## config.mk

```make
export PLATFORM = sky130hd
export DESIGN_NAME = forwarding_source_flat
export DESIGN_NICKNAME = d
export VERILOG_FILES = /design/src/rtl/forwarding_source_pkg.sv /design/src/rtl/forwarding_source_if.sv /design/src/rtl/forwarding_source_loaduse_fsm.sv /design/src/rtl/forwarding_source.sv /design/src/flat_wrapper.sv
export SDC_FILE = /design/constraint.sdc
export NUM_CORES = 1
export LEC_CHECK = 0
export ABC_AREA = 1
export ABC_CLOCK_PERIOD_IN_PS = 2100
export CORE_MARGIN = 1.5
export CORE_UTILIZATION = 36
export DETAILED_ROUTE_END_ITERATION = 10
export PLACE_DENSITY_LB_ADDON = 0.15
export SETUP_SLACK_MARGIN = 0.15
export SLEW_MARGIN = 25
export SYNTH_ARGS = -nofsm -noshare
export SYNTH_HDL_FRONTEND = slang
export SYNTH_SLANG_ARGS = --single-unit
```

## constraint.sdc

```tcl
create_clock -name CLK -period 2.1 [get_ports CLK]
set_input_delay 0.315 -clock CLK [delete_from_list [all_inputs] [get_ports CLK]]
set_output_delay 0.315 -clock CLK [all_outputs]
set_load 0.02 [all_outputs]
```

## src/rtl/forwarding_source_pkg.sv

```systemverilog
// cpu_fwd_pkg: shared register encodings, FSM states and select helpers for the forwarding source.
package cpu_fwd_pkg;
   localparam logic [3:0] REG0_LD = 4'd8;
   localparam logic [3:0] REG1_LD = 4'd4;
   localparam logic [3:0] REG2_LD = 4'd2;
   localparam logic [3:0] REG3_LD = 4'd1;
   localparam logic [2:0] SEL_R0 = 3'd0;
   localparam logic [2:0] SEL_R1 = 3'd1;
   localparam logic [2:0] SEL_R2 = 3'd2;
   localparam logic [2:0] SEL_R3 = 3'd3;
   typedef enum logic {IDLE, STALL} fsm_state_t;
   function automatic logic is_onehot(input logic [3:0] v);
      return (v != 4'd0) && ((v & (v - 4'd1)) == 4'd0);
   endfunction
   // codes 4..7 are non-register sources and map to no destination
   function automatic logic [3:0] sel_to_onehot(input logic [2:0] s);
      return s[2] ? 4'd0 : REG0_LD >> s[1:0];
   endfunction
endpackage

```

## src/rtl/forwarding_source_if.sv

```systemverilog
// forwarding_source_if: writeback, interlock and history signals of the forwarding source.
interface forwarding_source_if #(parameter int DATA_W = 16);
   logic              WB_VALID;
   logic [3:0]        WB_LD;
   logic [DATA_W-1:0] WB_DATA;
   logic              STALL_IN;
   logic              FLUSH;
   logic              MEM_LOAD_EX;
   logic [3:0]        LD_EX;
   logic [5:0]        SEL_ID;
   logic [DATA_W-1:0] BUS;
   logic [3:0]        LD_reg;
   logic [DATA_W-1:0] BUS_past;
   logic [3:0]        LD_reg_past;
   logic              STALL_REQ;
   modport slave (
      input  WB_VALID, WB_LD, WB_DATA, STALL_IN, FLUSH, MEM_LOAD_EX, LD_EX, SEL_ID,
      output BUS, LD_reg, BUS_past, LD_reg_past, STALL_REQ
   );
   modport master (
      output WB_VALID, WB_LD, WB_DATA, STALL_IN, FLUSH, MEM_LOAD_EX, LD_EX, SEL_ID,
      input  BUS, LD_reg, BUS_past, LD_reg_past, STALL_REQ
   );
endinterface

```

## src/rtl/forwarding_source_loaduse_fsm.sv

```systemverilog
// loaduse_fsm: load-use hazard compare and stall FSM holding STALL_REQ for LOAD_LAT cycles.
module loaduse_fsm
   import cpu_fwd_pkg::*;
#(
   parameter int LOAD_LAT = 1
) (
   input  logic       CLK,
   input  logic       RST,
   input  logic       STALL_IN,
   input  logic       FLUSH,
   input  logic       MEM_LOAD_EX,
   input  logic [3:0] LD_EX,
   input  logic [5:0] SEL_ID,
   output logic       STALL_REQ
);
   fsm_state_t state, state_nx;
   logic [2:0] cnt, cnt_nx;
   logic       hazard;
   logic [3:0] src;
   assign src = sel_to_onehot(SEL_ID[5:3]) | sel_to_onehot(SEL_ID[2:0]);
   assign hazard = MEM_LOAD_EX & is_onehot(LD_EX) & (|(src & LD_EX));
   assign STALL_REQ = ~FLUSH & ((state == STALL) | hazard);
   always_ff @(posedge CLK) begin
      if (RST) begin
         state <= IDLE;
         cnt   <= '0;
      end else begin
         state <= state_nx;
         cnt   <= cnt_nx;
      end
   end
   // the hazard cycle itself is the first stall cycle, so STALL covers LOAD_LAT-1 more
   always_comb begin
      state_nx = state;
      cnt_nx   = cnt;
      if (FLUSH) begin
         state_nx = IDLE;
         cnt_nx   = '0;
      end else if (!STALL_IN && state == IDLE && hazard && LOAD_LAT > 1) begin
         state_nx = STALL;
         cnt_nx   = 3'(LOAD_LAT - 1);
      end else if (!STALL_IN && state == STALL) begin
         cnt_nx = cnt - 3'd1;
         if (cnt == 3'd1) state_nx = IDLE;
      end
   end
endmodule

```

## src/rtl/forwarding_source.sv

```systemverilog
// forwarding_source: two-deep writeback history for operand forwarding plus load-use interlock.
// The interlock is built only when FWD_LOADUSE_EN is defined; otherwise STALL_REQ is tied low.
module forwarding_source
   import cpu_fwd_pkg::*;
#(
   parameter int DATA_W   = 16,
   parameter int LOAD_LAT = 1
) (
   input logic CLK,
   input logic RST,
   forwarding_source_if.slave fwd
);
   logic wr;
   assign wr = fwd.WB_VALID & is_onehot(fwd.WB_LD);
   // history is committed state, so FLUSH deliberately leaves it alone
   always_ff @(posedge CLK) begin
      if (RST) begin
         fwd.BUS         <= '0;
         fwd.LD_reg      <= '0;
         fwd.BUS_past    <= '0;
         fwd.LD_reg_past <= '0;
      end else if (!fwd.STALL_IN) begin
         fwd.BUS         <= wr ? fwd.WB_DATA : '0;
         fwd.LD_reg      <= wr ? fwd.WB_LD : '0;
         fwd.BUS_past    <= fwd.BUS;
         fwd.LD_reg_past <= fwd.LD_reg;
      end
   end
`ifdef FWD_LOADUSE_EN
   loaduse_fsm #(.LOAD_LAT(LOAD_LAT)) u_fsm (
      .CLK         (CLK),
      .RST         (RST),
      .STALL_IN    (fwd.STALL_IN),
      .FLUSH       (fwd.FLUSH),
      .MEM_LOAD_EX (fwd.MEM_LOAD_EX),
      .LD_EX       (fwd.LD_EX),
      .SEL_ID      (fwd.SEL_ID),
      .STALL_REQ   (fwd.STALL_REQ)
   );
`else
   logic unused_ok;
   assign unused_ok = ^{fwd.FLUSH, fwd.MEM_LOAD_EX, fwd.LD_EX, fwd.SEL_ID, 3'(LOAD_LAT)};
   assign fwd.STALL_REQ = 1'b0;
`endif
endmodule

```

## src/flat_wrapper.sv

```systemverilog
// flat-port wrapper written by rule: the top's interface ports become plain ports
module forwarding_source_flat import cpu_fwd_pkg::*;
#(
   parameter int DATA_W   = 16,
   parameter int LOAD_LAT = 1
)
  (CLK, RST, fwd_WB_VALID, fwd_WB_LD, fwd_WB_DATA, fwd_STALL_IN, fwd_FLUSH, fwd_MEM_LOAD_EX, fwd_LD_EX, fwd_SEL_ID, fwd_BUS, fwd_LD_reg, fwd_BUS_past, fwd_LD_reg_past, fwd_STALL_REQ);
  forwarding_source_if #(.DATA_W(DATA_W)) fwd_i ();
  input logic CLK;
  input logic RST;
  input wire logic [$bits(fwd_i.WB_VALID)-1:0] fwd_WB_VALID;
  input wire logic [$bits(fwd_i.WB_LD)-1:0] fwd_WB_LD;
  input wire logic [$bits(fwd_i.WB_DATA)-1:0] fwd_WB_DATA;
  input wire logic [$bits(fwd_i.STALL_IN)-1:0] fwd_STALL_IN;
  input wire logic [$bits(fwd_i.FLUSH)-1:0] fwd_FLUSH;
  input wire logic [$bits(fwd_i.MEM_LOAD_EX)-1:0] fwd_MEM_LOAD_EX;
  input wire logic [$bits(fwd_i.LD_EX)-1:0] fwd_LD_EX;
  input wire logic [$bits(fwd_i.SEL_ID)-1:0] fwd_SEL_ID;
  output wire logic [$bits(fwd_i.BUS)-1:0] fwd_BUS;
  output wire logic [$bits(fwd_i.LD_reg)-1:0] fwd_LD_reg;
  output wire logic [$bits(fwd_i.BUS_past)-1:0] fwd_BUS_past;
  output wire logic [$bits(fwd_i.LD_reg_past)-1:0] fwd_LD_reg_past;
  output wire logic [$bits(fwd_i.STALL_REQ)-1:0] fwd_STALL_REQ;
  assign fwd_i.WB_VALID = fwd_WB_VALID;
  assign fwd_i.WB_LD = fwd_WB_LD;
  assign fwd_i.WB_DATA = fwd_WB_DATA;
  assign fwd_i.STALL_IN = fwd_STALL_IN;
  assign fwd_i.FLUSH = fwd_FLUSH;
  assign fwd_i.MEM_LOAD_EX = fwd_MEM_LOAD_EX;
  assign fwd_i.LD_EX = fwd_LD_EX;
  assign fwd_i.SEL_ID = fwd_SEL_ID;
  assign fwd_BUS = fwd_i.BUS;
  assign fwd_LD_reg = fwd_i.LD_reg;
  assign fwd_BUS_past = fwd_i.BUS_past;
  assign fwd_LD_reg_past = fwd_i.LD_reg_past;
  assign fwd_STALL_REQ = fwd_i.STALL_REQ;
  forwarding_source #(.DATA_W(DATA_W), .LOAD_LAT(LOAD_LAT)) u_core (.CLK(CLK), .RST(RST), .fwd(fwd_i));
endmodule
```

==> run metrics, run 1 <==
status=complete, no violations; Setup WS post-layout=495 ps; Post-CTS Setup Repair Bufs=0; Max Freq=0.623 GHz; row cnt=23; Net Switching=0.440 mW; Sw Ratio=26.6%; Placed Instances=294; I/O Pins=77; first-pass GRT wire length=5810 µm; Logic pwr share=18.6%; P_int=1.22 mW; multiplexer share of the synthesized area=0%; DIE HEIGHT=68.9 µm; Power Dens Cells=733 nW/µm²; Starting DRT DRC Count=105; Core ar.=4090 µm²; synthesized netlist cell count=197; Top Registers=u_core.fwd.BUS: 16 flops, u_core.fwd.BUS_past: 16 flops; startpoint types=flip-flop; TritonCTS buffer count=5; pin count of the biggest net entering global routing=61; starting density of the core=38.2%; worst skew pair latency=290 ps; n_diodes=0; adder-cell share of the synthesized area=0%; Worst Max-Slew Pin Slew=880 ps; final setup violating endpoints=0; max layer used=met4; Routed WL=3810 µm; cts hold-fix bufs=0; CP max stage cell=clkdlybuf4s50_1; fin. max-slew vios=0; crit path max fanout=3; Non-Filler Instances=302; total number of H-tree levels=2; clk sinks=40; slew margin rel.=41.2%; via-per-instance ratio=4.87; First-pass DRT Iterations=4; total track usage=17.0%; Worst Path Class, Setup=flip-flop to output port; nets=287; wire per inst=12.6 µm; root buffer cell=clkbuf_8; antenna-violating nets left=0; synth unique cells=16; Max clock buf depth=2; compound-gate portion of the synthesized area=19.2%; initial antenna violation count=0; detailed-route via count=1470; Critical Path AT=1290 ps; MaxCap Viol Count=0; Syn-to-layout area delta=44.7%; period utilisation layout=76.4%; Final Hold Viols=0; leading area contributor after synthesis=dfxtp_1; r2r setup slk=1400 ps; critical path cell sequence=clkdlybuf4s50_1; top cells by area, synth=dfxtp_1, o21ai_0, nor2_1, nand4_1, a21oi_1; leakage power=0.857 nW; RSZ-0062 raised after global routing=no; Metal-1 WL=1860 µm; metal2 WL=1660 µm; pre-CTS WS=255 ps; cts repair resizes=0; clock share of power=31.2%; largest family of logic cells by synthesized area=simple AND/OR/NAND/NOR gates; type of the worst min-delay path=flip-flop to flip-flop; # fillers=417; sequential-to-total area share from yosys stat=51.3%; synth warn=0; Mapped Avg Cell Area=7.93 µm²; commonest non-fill, non-tap cells in the layout=clkdlybuf4s50_1, nor2_1, dfxtp_1; clock transition at the registers of the reported paths=70 ps; XOR/XNOR Fraction of Synth Area=0%; synthesized area=1560 µm²; Clock Skew=3.42 ps; Tmin final=1600 ps; Setup TNS=0 ps; routability cong.=0.715; Synth Area in Simple Gates=20.7%; crit end category=output port; Post-Syn Nets=233; commonest non-fill, non-tap cell in the layout=clkdlybuf4s50_1; die area=4740 µm²; drt drc=0; share of layout cells above drive strength 1=5.16%; IO Port Bufs=63; CP delay by family, top=buffers and inverters; CP required=1780 ps; delay of the slowest critical-path stage=620 ps; VDD IR max=0.000314 V; gr ovfl total=0; metal3 WL=231 µm; TritonCTS clock tree=yes; sequential power share=50.2%; Bufs and invs on worst path=1; number of global-route vias before repair=1177; DIE WIDTH=68.9 µm; Synth top area share=51.3%; flops & latches, synth=40
[cells in the mapped netlist]
cell,instances
dfxtp_1,40
nand4_1,20
inv_1,5
nor2_4,1
nand2_1,6
nor2_1,42
nand2_2,1
a21oi_1,20
inv_2,2
buf_2,2
clkbuf_1,10
buf_4,5
buf_6,2
o21ai_0,37
conb_1,1
o21ai_1,3
[cell type report]
type	instances	area, µm²	share of cell area [%]
inverters	7	26.3	1.16
repair buffers	66	653	28.9
clock buffers	8	90.1	3.99
well taps	50	62.6	2.77
multi-input cells	131	627	27.7
flip-flops and latches	40	801	35.4
[stage by stage]
stage               power (mW)  utilization (%)  cell area [µm²]  hold slack (ps)
global route              1.74             55.3             2260              507
global placement          1.15             53.1             2170              462
finish                    1.66             55.3             2260              481
CTS                       1.67             55.3             2260              489
detailed placement        1.16             53.1             2170              472
floorplan                 1.01                -             1560              483
[layer usage]
layer,vias to the layer above,GRT usage [%]
met5,-,0
met4,0,10.3
met3,5,4.06
met2,45,23.7
met1,643,23.7
li1,777,-
[cells by family (layout without fill, tap and decap cells)]
kind of cell	count (synthesis)	count (layout)
AO/OA/AOI/OAI	60	60
buffers and inverters	26	81
flip-flops	40	40
other	1	1
AND/OR/NAND/NOR	70	70
[tightest hold or removal path: cells and delay by family (launching register included)]
| kind | cells | cell delay [ps] |
|---|---|---|
| flip-flops | 1 | 320 |
| AND/OR/NAND/NOR | 2 | 120 |
[power groups by stage]
stage / Clock, mW / Sequential, mW / Combinational [mW]
after floorplan: 0 / 0.897 / 0.113
after global placement: 0 / 0.848 / 0.307
after detailed placement: 0 / 0.848 / 0.310
after CTS: 0.534 / 0.831 / 0.310
after global routing: 0.572 / 0.836 / 0.336
final: 0.517 / 0.831 / 0.308
[final timing paths]
kind                                              start                 endpoint  cells after the start
worst max-delay path                  u_core.fwd.BUS[0]               fwd_BUS[0]                      1
worst min-delay path            u_core.fwd.BUS_past[14]  u_core.fwd.BUS_past[14]                      2
worst max register to register     u_core.fwd.LD_reg[3]     u_core.fwd.LD_reg[3]                      2
worst min register to register  u_core.fwd.BUS_past[14]  u_core.fwd.BUS_past[14]                      2
No activity file was read; power rests on OpenSTA's default activity.
==> run 2: changes to the inputs <==
- ABC_CLOCK_PERIOD_IN_PS: 2100 -> 1600
- clock period: 2.1 -> 1.6 ns (I/O delays scaled with it)
==> run metrics, run 2 (same netlist as run 1, synthesis figures left out) <==
fin. max-slew vios=0 (unchanged); max layer used=met4 (unchanged); Routed WL=3770 µm (was 3810 µm); RSZ-0062 raised after global routing=no (unchanged); First-pass DRT Iterations=6 (was 4); CP required=1360 ps (was 1780 ps); Net Switching=0.564 mW (was 0.440 mW); worst skew pair latency=280 ps (was 290 ps); Syn-to-layout area delta=47.1% (was 44.7%); gr ovfl total=0 (unchanged); antenna-violating nets left=0 (unchanged); delay of the slowest critical-path stage=380 ps (was 620 ps); total track usage=17.3% (was 17.0%); VDD IR max=0.000476 V (was 0.000314 V); Max clock buf depth=2 (unchanged); initial antenna violation count=0 (unchanged); MaxCap Viol Count=0 (unchanged); critical path depth=1 (unchanged); # fillers=408 (was 417); type of the worst min-delay path=flip-flop to flip-flop (unchanged); Critical Path AT=1010 ps (was 1290 ps); routability cong.=0.724 (was 0.715); final setup violating endpoints=0 (unchanged); Final HPWL DP=2700 µm; first-pass GRT wire length=6010 µm (was 5810 µm); CP max stage cell=dfxtp_1 (was clkdlybuf4s50_1); metal3 WL=237 µm (was 231 µm); critical path cell sequence=dlygate4sd2_1 (was clkdlybuf4s50_1); wire per inst=12.3 µm (was 12.6 µm); via-per-instance ratio=4.87 (about the same); TritonCTS buffer count=5 (unchanged); P_int=1.58 mW (was 1.22 mW); total number of H-tree levels=2 (unchanged); Final Hold Viols=0 (unchanged); status=complete, no violations (unchanged); IO Port Bufs=63 (unchanged); Max Freq=0.802 GHz; final hold slack=478 ps (was 481 ps); Metal-1 WL=1890 µm (was 1860 µm); DIE WIDTH=68.9 µm (unchanged); cts hold-fix bufs=0 (unchanged); crit path max fanout=3 (unchanged); startpoint types=flip-flop (unchanged); Sequential cell area=801 µm² (unchanged); nets=292 (was 287); die area=4740 µm² (unchanged); Sw Ratio=26.3% (was 26.6%); detailed-route via count=1494 (was 1470); Logic pwr share=18.3% (was 18.6%); Setup TNS=0 ps (unchanged); Power Dens Cells=933 nW/µm² (was 733 nW/µm²); Multi-input gate area=627 µm² (unchanged); pin count of the biggest net entering global routing=41 (was 61); Starting DRT DRC Count=98 (was 105); n_diodes=0 (unchanged); period utilisation layout=77.9%; DIE HEIGHT=68.9 µm (unchanged); I/O Pins=77 (unchanged); metal2 WL=1630 µm (was 1660 µm); leakage power=1.05 nW (was 0.857 nW); crit end category=output port (unchanged); hold depth=2 (unchanged); commonest non-fill, non-tap cell in the layout=nor2_1 (was clkdlybuf4s50_1); Clock Skew=3.89 ps (was 3.42 ps); drt drc=0 (unchanged); starting density of the core=38.2% (unchanged); clock share of power=31.0% (was 31.2%); share of layout cells above drive strength 1=7.00% (was 5.16%); Top Registers=u_core.fwd.BUS: 16 flops, u_core.fwd.BUS_past: 16 flops (unchanged); Bufs and invs on worst path=1 (unchanged); Worst Path Class, Setup=flip-flop to output port (unchanged); Core ar.=4090 µm² (unchanged); depth of the worst register-to-register path=2 (unchanged); CP delay by family, top=flip-flops (was buffers and inverters); number of global-route vias before repair=1275 (was 1177); TritonCTS clock tree=yes (unchanged); Tmin final=1250 ps; root buffer cell=clkbuf_8 (unchanged); commonest non-fill, non-tap cells in the layout=nor2_1, dlygate4sd2_1, dfxtp_1 (was clkdlybuf4s50_1, nor2_1, dfxtp_1); clock transition at the registers of the reported paths=70 ps (about the same); sequential power share=50.8% (was 50.2%); row cnt=23 (unchanged); clk sinks=40 (unchanged)
==> run 2: cell types whose count changed in the layout (fill, tap and decap cells not counted) <==
cell             change
clkdlybuf4s50_1     -40
dlygate4sd2_1       +40
buf_12               +4
buf_4                +1
==> run 2: layout make-up <==
cell class / instances / area share (%)
tap: 50 / 2.72
inverter: 7 / 1.14
clock buffer: 8 / 3.92
timing repair buffer: 71 / 30.1
multi-input combinational: 131 / 27.3
sequential: 40 / 34.9
==> run 2: path summary, 6_finish.rpt <==
path	from	to	slack [ps]
min	u_core.fwd.BUS_past[12]	u_core.fwd.BUS_past[12]	480
min reg2reg	u_core.fwd.BUS_past[12]	u_core.fwd.BUS_past[12]	480
max reg2reg	u_core.fwd.BUS[6]	u_core.fwd.BUS[6]	910
max	u_core.fwd.BUS[0]	fwd_BUS[0]	350
==> run 2: through the flow <==
stage	std cells	setup slack (ps)	utilization (%)	power, mW	area [µm²]
after global placement	299	152	55.2	1.54	2260
final	307	354	56.2	2.14	2300
after detailed placement	299	130	55.2	1.55	2260
after CTS	307	343	56.2	2.17	2300
after global routing	307	302	56.2	2.26	2300
after floorplan	197	784	-	1.33	1560
==> run 2: power by group through the flow <==
stage / registers (mW) / clock network (mW) / logic (mW)
6_report: 1.09 / 0.664 / 0.391
4_1_cts: 1.09 / 0.684 / 0.395
2_1_floorplan: 1.18 / 0 / 0.149
3_3_place_gp: 1.11 / 0 / 0.430
3_5_place_dp: 1.11 / 0 / 0.434
5_1_grt: 1.09 / 0.735 / 0.430
==> run 2: repair_timing <==
| item | in CTS | in global routing |
|---|---|---|
| setup buffers | 0 | 0 |
| resized for setup | 40 | 0 |
| endpoints found under the setup margin | 40 | 0 |
==> run 2: layer usage <==
metal,vias up,GRT usage (%)
li1,784,-
met1,662,23.9
met2,46,25.7
met3,2,5.84
met4,0,4.41
met5,-,0
==> run 3: changes to the inputs <==
- ABC_CLOCK_PERIOD_IN_PS: 1600 -> 1200
- clock period: 1.6 -> 1.2 ns (I/O delays scaled with it)
==> run metrics, run 3 (same netlist as run 1, synthesis figures left out) <==
Critical Path AT=1210 ps (was 1010 ps); nets=303 (was 292); CP required=1370 ps (was 1360 ps); Final HPWL DP=2810 µm (was 2700 µm); period utilisation layout=86.5%; Placed Instances=308 (was 299); critical path cell sequence=clkdlybuf4s50_1 > inv_2 > buf_12 > o21ai_0 > a21oi_1 (was dlygate4sd2_1); final core utilization=54.9% (was 56.2%); drt drc=0 (unchanged); number of global-route vias before repair=1275 (unchanged); gr ovfl total=0 (unchanged); share of layout cells above drive strength 1=26.1% (was 7.00%); DIE HEIGHT=68.9 µm (unchanged); IO Port Bufs=63 (unchanged); TritonCTS buffer count=5 (unchanged); pin count of the biggest net entering global routing=43 (was 41); cts hold-fix bufs=0 (unchanged); Top Registers=u_core.fwd.BUS: 16 flops, u_core.fwd.BUS_past: 16 flops (unchanged); Routed WL=3960 µm (was 3770 µm); n_diodes=0 (unchanged); leakage power=1.03 nW (was 1.05 nW); routability cong.=0.737 (was 0.724); delay of the slowest critical-path stage=510 ps (was 380 ps); total number of H-tree levels=2 (unchanged); status=complete, no violations (unchanged); wire per inst=12.4 µm (was 12.3 µm); total track usage=17.1% (was 17.3%); CP max stage cell=clkdlybuf4s50_1 (was dfxtp_1); Max Freq=0.964 GHz; final hold slack=357 ps (was 478 ps); row cnt=23 (unchanged); First-pass DRT Iterations=4 (was 6); dpl cell area=2310 µm² (was 2260 µm²); initial antenna violation count=0 (unchanged); TritonCTS clock tree=yes (unchanged); MaxCap Viol Count=0 (unchanged); Final Hold Viols=0 (unchanged); crit path max fanout=42 (was 3); commonest non-fill, non-tap cells in the layout=nor2_1, dfxtp_1, buf_2 (was nor2_1, dlygate4sd2_1, dfxtp_1); worst skew pair latency=280 ps (about the same); commonest non-fill, non-tap cell in the layout=nor2_1 (unchanged); RSZ-0062 raised after global routing=no (unchanged); Post-CTS Setup Repair Bufs=0 (unchanged); Syn-to-layout area delta=43.6% (was 47.1%); Starting DRT DRC Count=92 (was 98); clk sinks=40 (unchanged); detailed-route via count=1518 (was 1494); Non-Filler Instances=318 (was 307); Setup TNS=0 ps (unchanged); type of the worst min-delay path=primary input to flip-flop (was flip-flop to flip-flop); Core ar.=4090 µm² (unchanged); starting density of the core=38.2% (unchanged); VDD IR max=0.000581 V (was 0.000476 V); clock transition at the registers of the reported paths=70 ps (about the same); Worst Path Class, Setup=primary input to flip-flop (was flip-flop to output port); crit end category=flip-flop (was output port); DIE WIDTH=68.9 µm (unchanged); Tmin final=1040 ps; Max clock buf depth=2 (unchanged); Power Dens Cells=1280 nW/µm² (was 933 nW/µm²); Clock Skew=3.40 ps (was 3.89 ps); first-pass GRT wire length=6000 µm (was 6010 µm); startpoint types=primary input (was flip-flop); root buffer cell=clkbuf_8 (unchanged); via-per-instance ratio=4.77 (was 4.87); antenna-violating nets left=0 (unchanged); fin area=2240 µm² (was 2300 µm²); final setup violating endpoints=0 (unchanged); I/O Pins=77 (unchanged); die area=4740 µm² (unchanged); fin. max-slew vios=0 (unchanged)
## run 3: area by class of cell
cell class                 count  area [µm²]
timing repair buffer          82         632
clock buffer                   8        90.1
fill                         435        1840
tap                           50        62.6
multi-input combinational    131         631
sequential                    40         801
inverter                       7        26.3
## run 3: stage by stage
stage               setup WS, ps  power [mW]
floorplan                    444        1.77
CTS                         84.5        2.90
finish                       163        2.88
global placement            -170        2.07
global route                 119        3.04
detailed placement          -221        2.08
## run 3: repair_timing
| action | 4_1_cts | 5_1_grt |
|---|---|---|
| gates cloned | 1 | 1 |
| pin swaps | 1 | 2 |
| resized for setup | 165 | 5 |
| setup endpoints to repair | 54 | 19 |
## run 3: final timing paths
check                                          startpoint                        end  slack (ps)  depth (start not counted)
worst min-delay path                         fwd_WB_LD[1]       u_core.fwd.LD_reg[1]         360                          3
worst min register to register  u_core.fwd.LD_reg_past[1]  u_core.fwd.LD_reg_past[1]         480                          2
worst max register to register          u_core.fwd.BUS[2]     u_core.fwd.BUS_past[2]         390                          3
worst max-delay path                         fwd_STALL_IN          u_core.fwd.BUS[4]         160                          5
## run 3: layer usage
layer	GRT usage, %	up-vias	share of wire, %
met5	0	-	0
met2	25.6	39	46
met1	23.9	666	48
met3	4.71	2	5.4
met4	5.15	0	0.46
li1	-	811	-
## run 3: critical path: cells and delay by family
kind                   cells  cell delay (ps)
AOI/OAI and AO/OA          2              260
buffers and inverters      3              740
## run 3: power breakdown
group | switching [mW] | leakage (nW) | total, mW | internal, mW
combinational | 0.303 | 0.656 | 0.539 | 0.236
sequential | 0.0440 | 0.330 | 1.45 | 1.41
clock | 0.419 | 0.0455 | 0.887 | 0.469
total | 0.766 | 1.03 | 2.88 | 2.11
